<file path="src/rtl/fdiv_if.sv">
// rtl/fdiv_if.sv - start/done handshake and operand/result bundle for the fdiv divider
interface fdiv_if;
    logic        start;
    logic        Precision;
    logic [31:0] A;
    logic [31:0] B;
    logic        busy;
    logic        done;
    logic [31:0] Result;
    logic [3:0]  Flags;

    modport master (
        output start, Precision, A, B,
        input  busy, done, Result, Flags
    );

    modport slave (
        input  start, Precision, A, B,
        output busy, done, Result, Flags
    );
endinterface

</file>
<file path="src/rtl/fdiv.sv">
// rtl/fdiv.sv - iterative IEEE-754 divider, one quotient bit per clock; FDIV_FP16_EN adds binary16
module fdiv (
    input  logic  clk,
    input  logic  reset,
    fdiv_if.slave bus
);
    typedef enum logic [1:0] {IDLE, DIV, RND, DONE} state_t;

    state_t            state;
    logic [4:0]        cnt;
    logic [4:0]        last;
    logic [25:0]       rem;
    logic [23:0]       dvs;
    logic [25:0]       quo;
    logic signed [9:0] exp_q;
    logic              sgn_q;

`ifdef FDIV_FP16_EN
    logic is16;
    logic in16;
    assign in16 = ~bus.Precision;
    assign last = is16 ? 5'd12 : 5'd25;
`else
    logic unused_prec;
    assign unused_prec = bus.Precision;
    assign last = 5'd25;
`endif

    logic              sa, sb, sr;
    logic signed [9:0] ea, eb, emax, bias;
    logic              fa_nz, fb_nz;
    logic [23:0]       ma, mb;
    logic              a_zero, b_zero, a_inf, b_inf, a_nan, b_nan;

    always_comb begin
        sa    = bus.A[31];
        sb    = bus.B[31];
        ea    = {2'b00, bus.A[30:23]};
        eb    = {2'b00, bus.B[30:23]};
        fa_nz = |bus.A[22:0];
        fb_nz = |bus.B[22:0];
        ma    = {1'b1, bus.A[22:0]};
        mb    = {1'b1, bus.B[22:0]};
        emax  = 10'sd255;
        bias  = 10'sd127;
`ifdef FDIV_FP16_EN
        if (in16) begin
            sa    = bus.A[15];
            sb    = bus.B[15];
            ea    = {5'b00000, bus.A[14:10]};
            eb    = {5'b00000, bus.B[14:10]};
            fa_nz = |bus.A[9:0];
            fb_nz = |bus.B[9:0];
            ma    = {13'd0, 1'b1, bus.A[9:0]};
            mb    = {13'd0, 1'b1, bus.B[9:0]};
            emax  = 10'sd31;
            bias  = 10'sd15;
        end
`endif
        sr     = sa ^ sb;
        // Denormal operands collapse to zero: only the exponent field is inspected.
        a_zero = (ea == 10'sd0);
        b_zero = (eb == 10'sd0);
        a_inf  = (ea == emax) && !fa_nz;
        b_inf  = (eb == emax) && !fb_nz;
        a_nan  = (ea == emax) && fa_nz;
        b_nan  = (eb == emax) && fb_nz;
    end

    logic        special;
    logic [31:0] sp_res, qnan, inf_v, zero_v;
    logic [3:0]  sp_flags;

    always_comb begin
        qnan   = 32'h7FC00000;
        inf_v  = {sr, 8'hFF, 23'd0};
        zero_v = {sr, 31'd0};
`ifdef FDIV_FP16_EN
        if (in16) begin
            qnan   = 32'h00007E00;
            inf_v  = {16'd0, sr, 5'h1F, 10'd0};
            zero_v = {16'd0, sr, 15'd0};
        end
`endif
        special  = 1'b1;
        sp_flags = 4'b0000;
        sp_res   = zero_v;
        if (a_nan || b_nan) begin
            sp_res = qnan;
        end else if ((a_zero && b_zero) || (a_inf && b_inf)) begin
            sp_res   = qnan;
            sp_flags = 4'b1000;
        end else if (a_inf) begin
            sp_res = inf_v;
        end else if (b_zero) begin
            sp_res   = inf_v;
            sp_flags = 4'b0100;
        end else if (b_inf || a_zero) begin
            sp_res = zero_v;
        end else begin
            special = 1'b0;
        end
    end

    logic [23:0]       mant;
    logic              guard, sticky, inc, carry, rem_nz;
    logic [24:0]       sum;
    logic signed [9:0] e_n, e_r, emax_r;
    logic [31:0]       rnd_res;
    logic [3:0]        rnd_flags;

    always_comb begin
        rem_nz = |rem;
        emax_r = 10'sd255;
        if (quo[25]) begin
            mant   = quo[25:2];
            guard  = quo[1];
            sticky = quo[0] | rem_nz;
            e_n    = exp_q;
        end else begin
            mant   = quo[24:1];
            guard  = quo[0];
            sticky = rem_nz;
            e_n    = exp_q - 10'sd1;
        end
`ifdef FDIV_FP16_EN
        if (is16) begin
            emax_r = 10'sd31;
            if (quo[12]) begin
                mant   = {13'd0, quo[12:2]};
                guard  = quo[1];
                sticky = quo[0] | rem_nz;
                e_n    = exp_q;
            end else begin
                mant   = {13'd0, quo[11:1]};
                guard  = quo[0];
                sticky = rem_nz;
                e_n    = exp_q - 10'sd1;
            end
        end
`endif
        inc   = guard & (sticky | mant[0]);
        sum   = {1'b0, mant} + {24'd0, inc};
        carry = sum[24];
        rnd_res = {sgn_q, e_r[7:0], sum[22:0]};
`ifdef FDIV_FP16_EN
        if (is16) begin
            carry = sum[11];
        end
`endif
        // A carry out of the mantissa leaves the fraction bits all zero, so only e moves.
        e_r       = e_n + $signed({9'd0, carry});
        rnd_flags = 4'b0000;
        rnd_res   = {sgn_q, e_r[7:0], sum[22:0]};
`ifdef FDIV_FP16_EN
        if (is16) begin
            rnd_res = {16'd0, sgn_q, e_r[4:0], sum[9:0]};
        end
`endif
        if (e_r >= emax_r) begin
            rnd_flags = 4'b0010;
            rnd_res   = {sgn_q, 8'hFF, 23'd0};
`ifdef FDIV_FP16_EN
            if (is16) begin
                rnd_res = {16'd0, sgn_q, 5'h1F, 10'd0};
            end
`endif
        end else if (e_r <= 10'sd0) begin
            rnd_flags = 4'b0001;
            rnd_res   = {sgn_q, 31'd0};
`ifdef FDIV_FP16_EN
            if (is16) begin
                rnd_res = {16'd0, sgn_q, 15'd0};
            end
`endif
        end
    end

    always_ff @(posedge clk) begin
        if (!reset) begin
            state      <= IDLE;
            cnt        <= '0;
            rem        <= '0;
            dvs        <= '0;
            quo        <= '0;
            exp_q      <= '0;
            sgn_q      <= 1'b0;
            bus.busy   <= 1'b0;
            bus.done   <= 1'b0;
            bus.Result <= '0;
            bus.Flags  <= '0;
`ifdef FDIV_FP16_EN
            is16       <= 1'b0;
`endif
        end else begin
            case (state)
                IDLE: begin
                    bus.done <= 1'b0;
                    if (bus.start) begin
                        sgn_q    <= sr;
                        exp_q    <= ea - eb + bias;
                        rem      <= {2'b00, ma};
                        dvs      <= mb;
                        quo      <= '0;
                        cnt      <= '0;
                        bus.busy <= 1'b1;
`ifdef FDIV_FP16_EN
                        is16     <= in16;
`endif
                        if (special) begin
                            bus.Result <= sp_res;
                            bus.Flags  <= sp_flags;
                            bus.done   <= 1'b1;
                            state      <= DONE;
                        end else begin
                            state <= DIV;
                        end
                    end
                end
                DIV: begin
                    // Partial remainder stays below 2*divisor, so bit 25 is never set.
                    if (rem >= {2'b00, dvs}) begin
                        rem <= (rem - {2'b00, dvs}) << 1;
                        quo <= {quo[24:0], 1'b1};
                    end else begin
                        rem <= rem << 1;
                        quo <= {quo[24:0], 1'b0};
                    end
                    cnt <= cnt + 5'd1;
                    if (cnt == last) begin
                        state <= RND;
                    end
                end
                RND: begin
                    bus.Result <= rnd_res;
                    bus.Flags  <= rnd_flags;
                    bus.done   <= 1'b1;
                    state      <= DONE;
                end
                default: begin
                    bus.done <= 1'b0;
                    bus.busy <= 1'b0;
                    state    <= IDLE;
                end
            endcase
        end
    end
endmodule

</file>
<file path="src/flat_wrapper.sv">
// flat-port wrapper written by rule: the top's interface ports become plain ports
module fdiv_flat 
  (clk, reset, bus_start, bus_Precision, bus_A, bus_B, bus_busy, bus_done, bus_Result, bus_Flags);
  fdiv_if bus_i ();
  input  logic clk;
  input  logic reset;
  input wire logic [$bits(bus_i.start)-1:0] bus_start;
  input wire logic [$bits(bus_i.Precision)-1:0] bus_Precision;
  input wire logic [$bits(bus_i.A)-1:0] bus_A;
  input wire logic [$bits(bus_i.B)-1:0] bus_B;
  output wire logic [$bits(bus_i.busy)-1:0] bus_busy;
  output wire logic [$bits(bus_i.done)-1:0] bus_done;
  output wire logic [$bits(bus_i.Result)-1:0] bus_Result;
  output wire logic [$bits(bus_i.Flags)-1:0] bus_Flags;
  assign bus_i.start = bus_start;
  assign bus_i.Precision = bus_Precision;
  assign bus_i.A = bus_A;
  assign bus_i.B = bus_B;
  assign bus_busy = bus_i.busy;
  assign bus_done = bus_i.done;
  assign bus_Result = bus_i.Result;
  assign bus_Flags = bus_i.Flags;
  fdiv u_core (.clk(clk), .reset(reset), .bus(bus_i));
endmodule
</file>
<file path="config.mk">
export PLATFORM = sky130hd
export DESIGN_NAME = fdiv_flat
export DESIGN_NICKNAME = d
export VERILOG_FILES = /design/src/rtl/fdiv_if.sv /design/src/rtl/fdiv.sv /design/src/flat_wrapper.sv
export SDC_FILE = /design/constraint.sdc
export NUM_CORES = 1
export LEC_CHECK = 0
export ABC_AREA = 1
export BUFFER_PORTS_ARGS = -buffer_cell sky130_fd_sc_hd__buf_4
export CORE_ASPECT_RATIO = 1.4
export CORE_UTILIZATION = 35
export DETAILED_ROUTE_END_ITERATION = 6
export PLACE_DENSITY = 0.6
export SLEW_MARGIN = 20
export SYNTH_ARGS = -nofsm -noshare
export SYNTH_HDL_FRONTEND = slang
export SYNTH_SLANG_ARGS = --single-unit
</file>
<file path="constraint.sdc">
create_clock -name clk -period 5.37 [get_ports clk]
set_clock_uncertainty 0.15 [all_clocks]
set_input_delay 0.537 -clock clk [delete_from_list [all_inputs] [get_ports clk]]
set_output_delay 0.537 -clock clk [all_outputs]
set_load 0.05 [all_outputs]
</file>
==> impl_results.md <==
- Most common library cell in the layout ignoring fill and taps: sky130_fd_sc_hd__nand2_1
- Total power after layout: between 6 and 7 mW
- Sw Share: 49.5%
- Number of nets in the finished design: about 1,500
- Final critical-path setup slack: about 0.9 ns
- Post-synth EDFFs: 0
- Number of distinct library cells after synthesis: 56
- PD cells: ~600 nW/um^2
- Ys async rst share: 0%
- Max-cap check violation count: 0
- Final setup TNS: 0 ns
- Pin count of the biggest net entering global routing: 80
- Max rail drop VDD: about 340 uV
- Placement row count: 68
- Max-slew violation count: 0
- Reg power frac: a little over a fifth
- Wirelength, routed: between 20,000 and 30,000 microns
- Fraction of post-synthesis cell area in the top cell type by area: approximately 30%
- First-pass GRT wire length: about 41,000 microns
- Data required time at the worst endpoint: approximately 5.6 ns
- Synth Area per Inst: ~6.6 sq um
- Overall Global Routing Usage: roughly a fifth
- Critical path data arrival time: around 4.7 ns
- Net switching component of the power: 3.10 mW
- IO buf count: roughly 100
- Leakage power: ~4.4 nW
- Fin util: a little over two fifths
- Int Pwr: 3.16 mW
- ANT nets after route: 0
- CP Capture Type: register
- Post CTS Setup Buffer Count: 0
- Die span in y: between 150 and 200 microns
- Clk_lat worst skew: around 0.42 ns
- Slew HR: a little under two fifths
- Final number of hold-violating endpoints: 0
- FMAX: around 220 MHz
- Outcome: finished, final reports clean
- Half-perimeter wire length after detailed placement: between 15,000 and 20,000 microns
- H-tree lvl count: 4
- CTS tree: yes
- Total nets after synthesis: about 1,500
- Post-synth top flop: sky130_fd_sc_hd__dfxtp_1
- Post-synthesis cell count: approximately 1,400
- Path category of the worst min-delay check: input port to register
- Part of the Yosys area used for sequential elements: around 30%
- 1st-iter DRT viols: around 370
- Chip width: around 140 microns
- # DRC: 0
- Resize count post-CTS: 0
- Count of TritonRoute iterations in the first routing pass: 5
- Top fanout value on the critical path: 26
- Most area-hungry cell type in the Yosys netlist: sky130_fd_sc_hd__dfxtp_1
- ANT cells: 0
- Category of the critical setup timing path: register to register
- Floorplan die area: approximately 26,000 sq um
- Via count of the first global-routing pass: around 8,600
- Num ports: approximately 110
- Detailed-route wire length per cell: 14.6 microns
- Routability cong.: between 0.8 and 0.9
- Clock tree buffer depth: 2
- Post-Syn Area: 8910 sq um
- Clock Pin Slew Worst Setup and Hold Paths: about 0.060 ns
- Synth warnings: 0
- Initial antenna violation count: 0
- Tmin final: about 4.5 ns
- Clock network fraction of design power: between 15 and 20%
- Post-place setup slack: slightly below 0.8 ns
- Commonest cells after routing, fill and taps aside: sky130_fd_sc_hd__nand2_1 (301), sky130_fd_sc_hd__inv_1 (159), sky130_fd_sc_hd__a21oi_1 (146)
- Avg Vias per Cell: just over 5
- RSZ-0062 raised after global routing: no
- Initial Util: between 30% and 40%
- Detailed-route via count: between 8,000 and 9,000
- Number of CTS-inserted buffers: 17
- Buffer cell driving the clock tree root: sky130_fd_sc_hd__clkbuf_16
- Number of storage elements in the synthesis netlist: approximately 130
- Share of the clock period used by the worst path: roughly 84%
- Setup crit start kind: register
- Remaining Overflow, GRT: 0
- Syn-to-layout area delta: 18.1%
- Setup violation total in the final timing report: 0
- Quantity of hold-fixing buffers added after cts: 0
- Core Box Area: about 25,000 sq um
- Combinational share of power: between 50% and 60%
- Worst-margin pin slew: 0.932 ns
- Top area cells in the synthesized netlist: sky130_fd_sc_hd__dfxtp_1 (30%), sky130_fd_sc_hd__nand2_1 (13%), sky130_fd_sc_hd__a21oi_1 (8.2%), sky130_fd_sc_hd__inv_1 (6.7%), sky130_fd_sc_hd__ha_1 (6.0%)
- Number of clock sinks seen by CTS: about 130
- Share of final-layout standard cells stronger than drive strength 1: a little over an eighth
cell usage after synthesis, types with 4 or more instances:
| cell type | number |
|---|---|
| sky130_fd_sc_hd__nor2_2 | 10 |
| sky130_fd_sc_hd__nand2_1 | 301 |
| sky130_fd_sc_hd__o21ai_1 | 7 |
| sky130_fd_sc_hd__a21oi_1 | 146 |
| sky130_fd_sc_hd__nand2_2 | 10 |
| sky130_fd_sc_hd__xnor2_1 | 15 |
| sky130_fd_sc_hd__nor2_4 | 4 |
| sky130_fd_sc_hd__nor3_1 | 17 |
| sky130_fd_sc_hd__ha_1 | 43 |
| sky130_fd_sc_hd__o21a_1 | 13 |
| sky130_fd_sc_hd__nor2_1 | 103 |
| sky130_fd_sc_hd__nand4_1 | 33 |
| sky130_fd_sc_hd__clkbuf_1 | 39 |
| sky130_fd_sc_hd__inv_1 | 159 |
| sky130_fd_sc_hd__o21bai_1 | 5 |
| sky130_fd_sc_hd__xor2_1 | 24 |
| sky130_fd_sc_hd__inv_2 | 10 |
| sky130_fd_sc_hd__nand3_1 | 61 |
| sky130_fd_sc_hd__a31oi_1 | 16 |
| sky130_fd_sc_hd__nor4_1 | 17 |
| sky130_fd_sc_hd__dfxtp_1 | 132 |
| sky130_fd_sc_hd__nand3b_1 | 10 |
| sky130_fd_sc_hd__a32o_1 | 5 |
| sky130_fd_sc_hd__buf_6 | 6 |
| sky130_fd_sc_hd__o211ai_1 | 8 |
| sky130_fd_sc_hd__or2_2 | 7 |
| sky130_fd_sc_hd__o21ai_0 | 107 |
power by group through the flow:
stage               clock [mW]  sequential, mW  combinational, mW
floorplan                    0            1.36               2.74
global placement             0            1.37               3.66
detailed placement           0            1.37               3.68
CTS                       1.25            1.35               3.70
global route              1.29            1.38               4.11
finish                    1.23            1.35               3.68
metal layers:
metal	wire, microns	part of all wire (%)	vias to the layer above	track usage [%]
li1	-	-	4663	-
met3	638	2.5	58	2.47
met2	13400	52	165	38.5
met5	0	0	-	0
met1	10400	41	4076	21.1
met4	1210	4.7	0	10.6
critical path: stages, from the launching register on:
cell and delay, ns:
sky130_fd_sc_hd__dfxtp_1 0.36, sky130_fd_sc_hd__buf_4 0.22, sky130_fd_sc_hd__o21ai_0 0.39, sky130_fd_sc_hd__inv_1 0.11
sky130_fd_sc_hd__nor2_1 0.10, sky130_fd_sc_hd__nand2_1 0.09, sky130_fd_sc_hd__nor2_2 0.13, sky130_fd_sc_hd__nand3_1 0.10
sky130_fd_sc_hd__nor2_1 0.11, sky130_fd_sc_hd__nand2_1 0.09, sky130_fd_sc_hd__inv_2 0.07, sky130_fd_sc_hd__nand2_1 0.10
sky130_fd_sc_hd__nor3_1 0.15, sky130_fd_sc_hd__nand2_1 0.08, sky130_fd_sc_hd__nor3_1 0.16, sky130_fd_sc_hd__ha_1 0.24
sky130_fd_sc_hd__ha_1 0.22, sky130_fd_sc_hd__nand2_2 0.09, sky130_fd_sc_hd__nor2_2 0.12, sky130_fd_sc_hd__nand2_1 0.08
sky130_fd_sc_hd__nor2_1 0.14, sky130_fd_sc_hd__nand3b_1 0.10, sky130_fd_sc_hd__nand2_2 0.10, sky130_fd_sc_hd__nor2_1 0.09
sky130_fd_sc_hd__nor2_4 0.44, sky130_fd_sc_hd__nand4_1 0.23, sky130_fd_sc_hd__a21oi_1 0.17
final cells by class:
| class | count | area [sq um] |
|---|---|---|
| fillers | 2703 | 14300 |
| clock buffers | 17 | 425 |
| clock inverters | 13 | 185 |
| multi-input cells | 996 | 5370 |
| inverters | 171 | 648 |
| flip-flops and latches | 132 | 2640 |
| well taps | 315 | 394 |
| repair buffers | 114 | 856 |
stage by stage:
stage / cells / hold WS (ns) / instance area [sq um]
floorplan: 1351 / 0.285 / 8910
global placement: 1728 / 0.303 / 9910
detailed placement: 1728 / 0.305 / 9910
CTS: 1758 / 0.229 / 10500
global route: 1758 / 0.262 / 10500
finish: 1758 / 0.231 / 10500
worst paths after layout:
| path | cells after the start | from | end | slack, ns |
|---|---|---|---|---|
| max | 26 | u_core.quo[25]$_SDFFE_PN0P_ | u_core.bus.Result[22]$_SDFFE_PN0P_ | 0.87 |
| min | 3 | bus_B[0] | u_core.dvs[0]$_SDFFE_PN0P_ | 0.23 |
| max reg2reg | 26 | u_core.quo[25]$_SDFFE_PN0P_ | u_core.bus.Result[22]$_SDFFE_PN0P_ | 0.87 |
| min reg2reg | 2 | u_core.bus.Result[1]$_SDFFE_PN0P_ | u_core.bus.Result[1]$_SDFFE_PN0P_ | 0.31 |
state kept, by name, indices dropped and copies added, names as in the netlist, 2 cells and up:
| signal | cells |
|---|---|
| u_core.state | 2 |
| u_core.bus.Flags | 4 |
| u_core.rem | 26 |
| u_core.quo | 26 |
| u_core.dvs | 24 |
| u_core.bus.Result | 32 |
| u_core.cnt | 5 |
| u_core.exp_q | 10 |
cell families (layout without fill, tap and decap cells):
| kind of cell | after synthesis | in the layout | synth area share (%) |
|---|---|---|---|
| adder cells (fa/ha/maj) | 45 | 45 | 6.49 |
| flip-flops | 132 | 132 | 29.7 |
| AND/OR/NAND/NOR | 582 | 582 | 29.3 |
| multiplexers | 1 | 1 | 0.112 |
| XOR/XNOR | 39 | 39 | 3.83 |
| AO/OA/AOI/OAI | 329 | 329 | 20.6 |
| buffers and inverters | 223 | 315 | 10.1 |
Power figures use the tool's default switching activity.
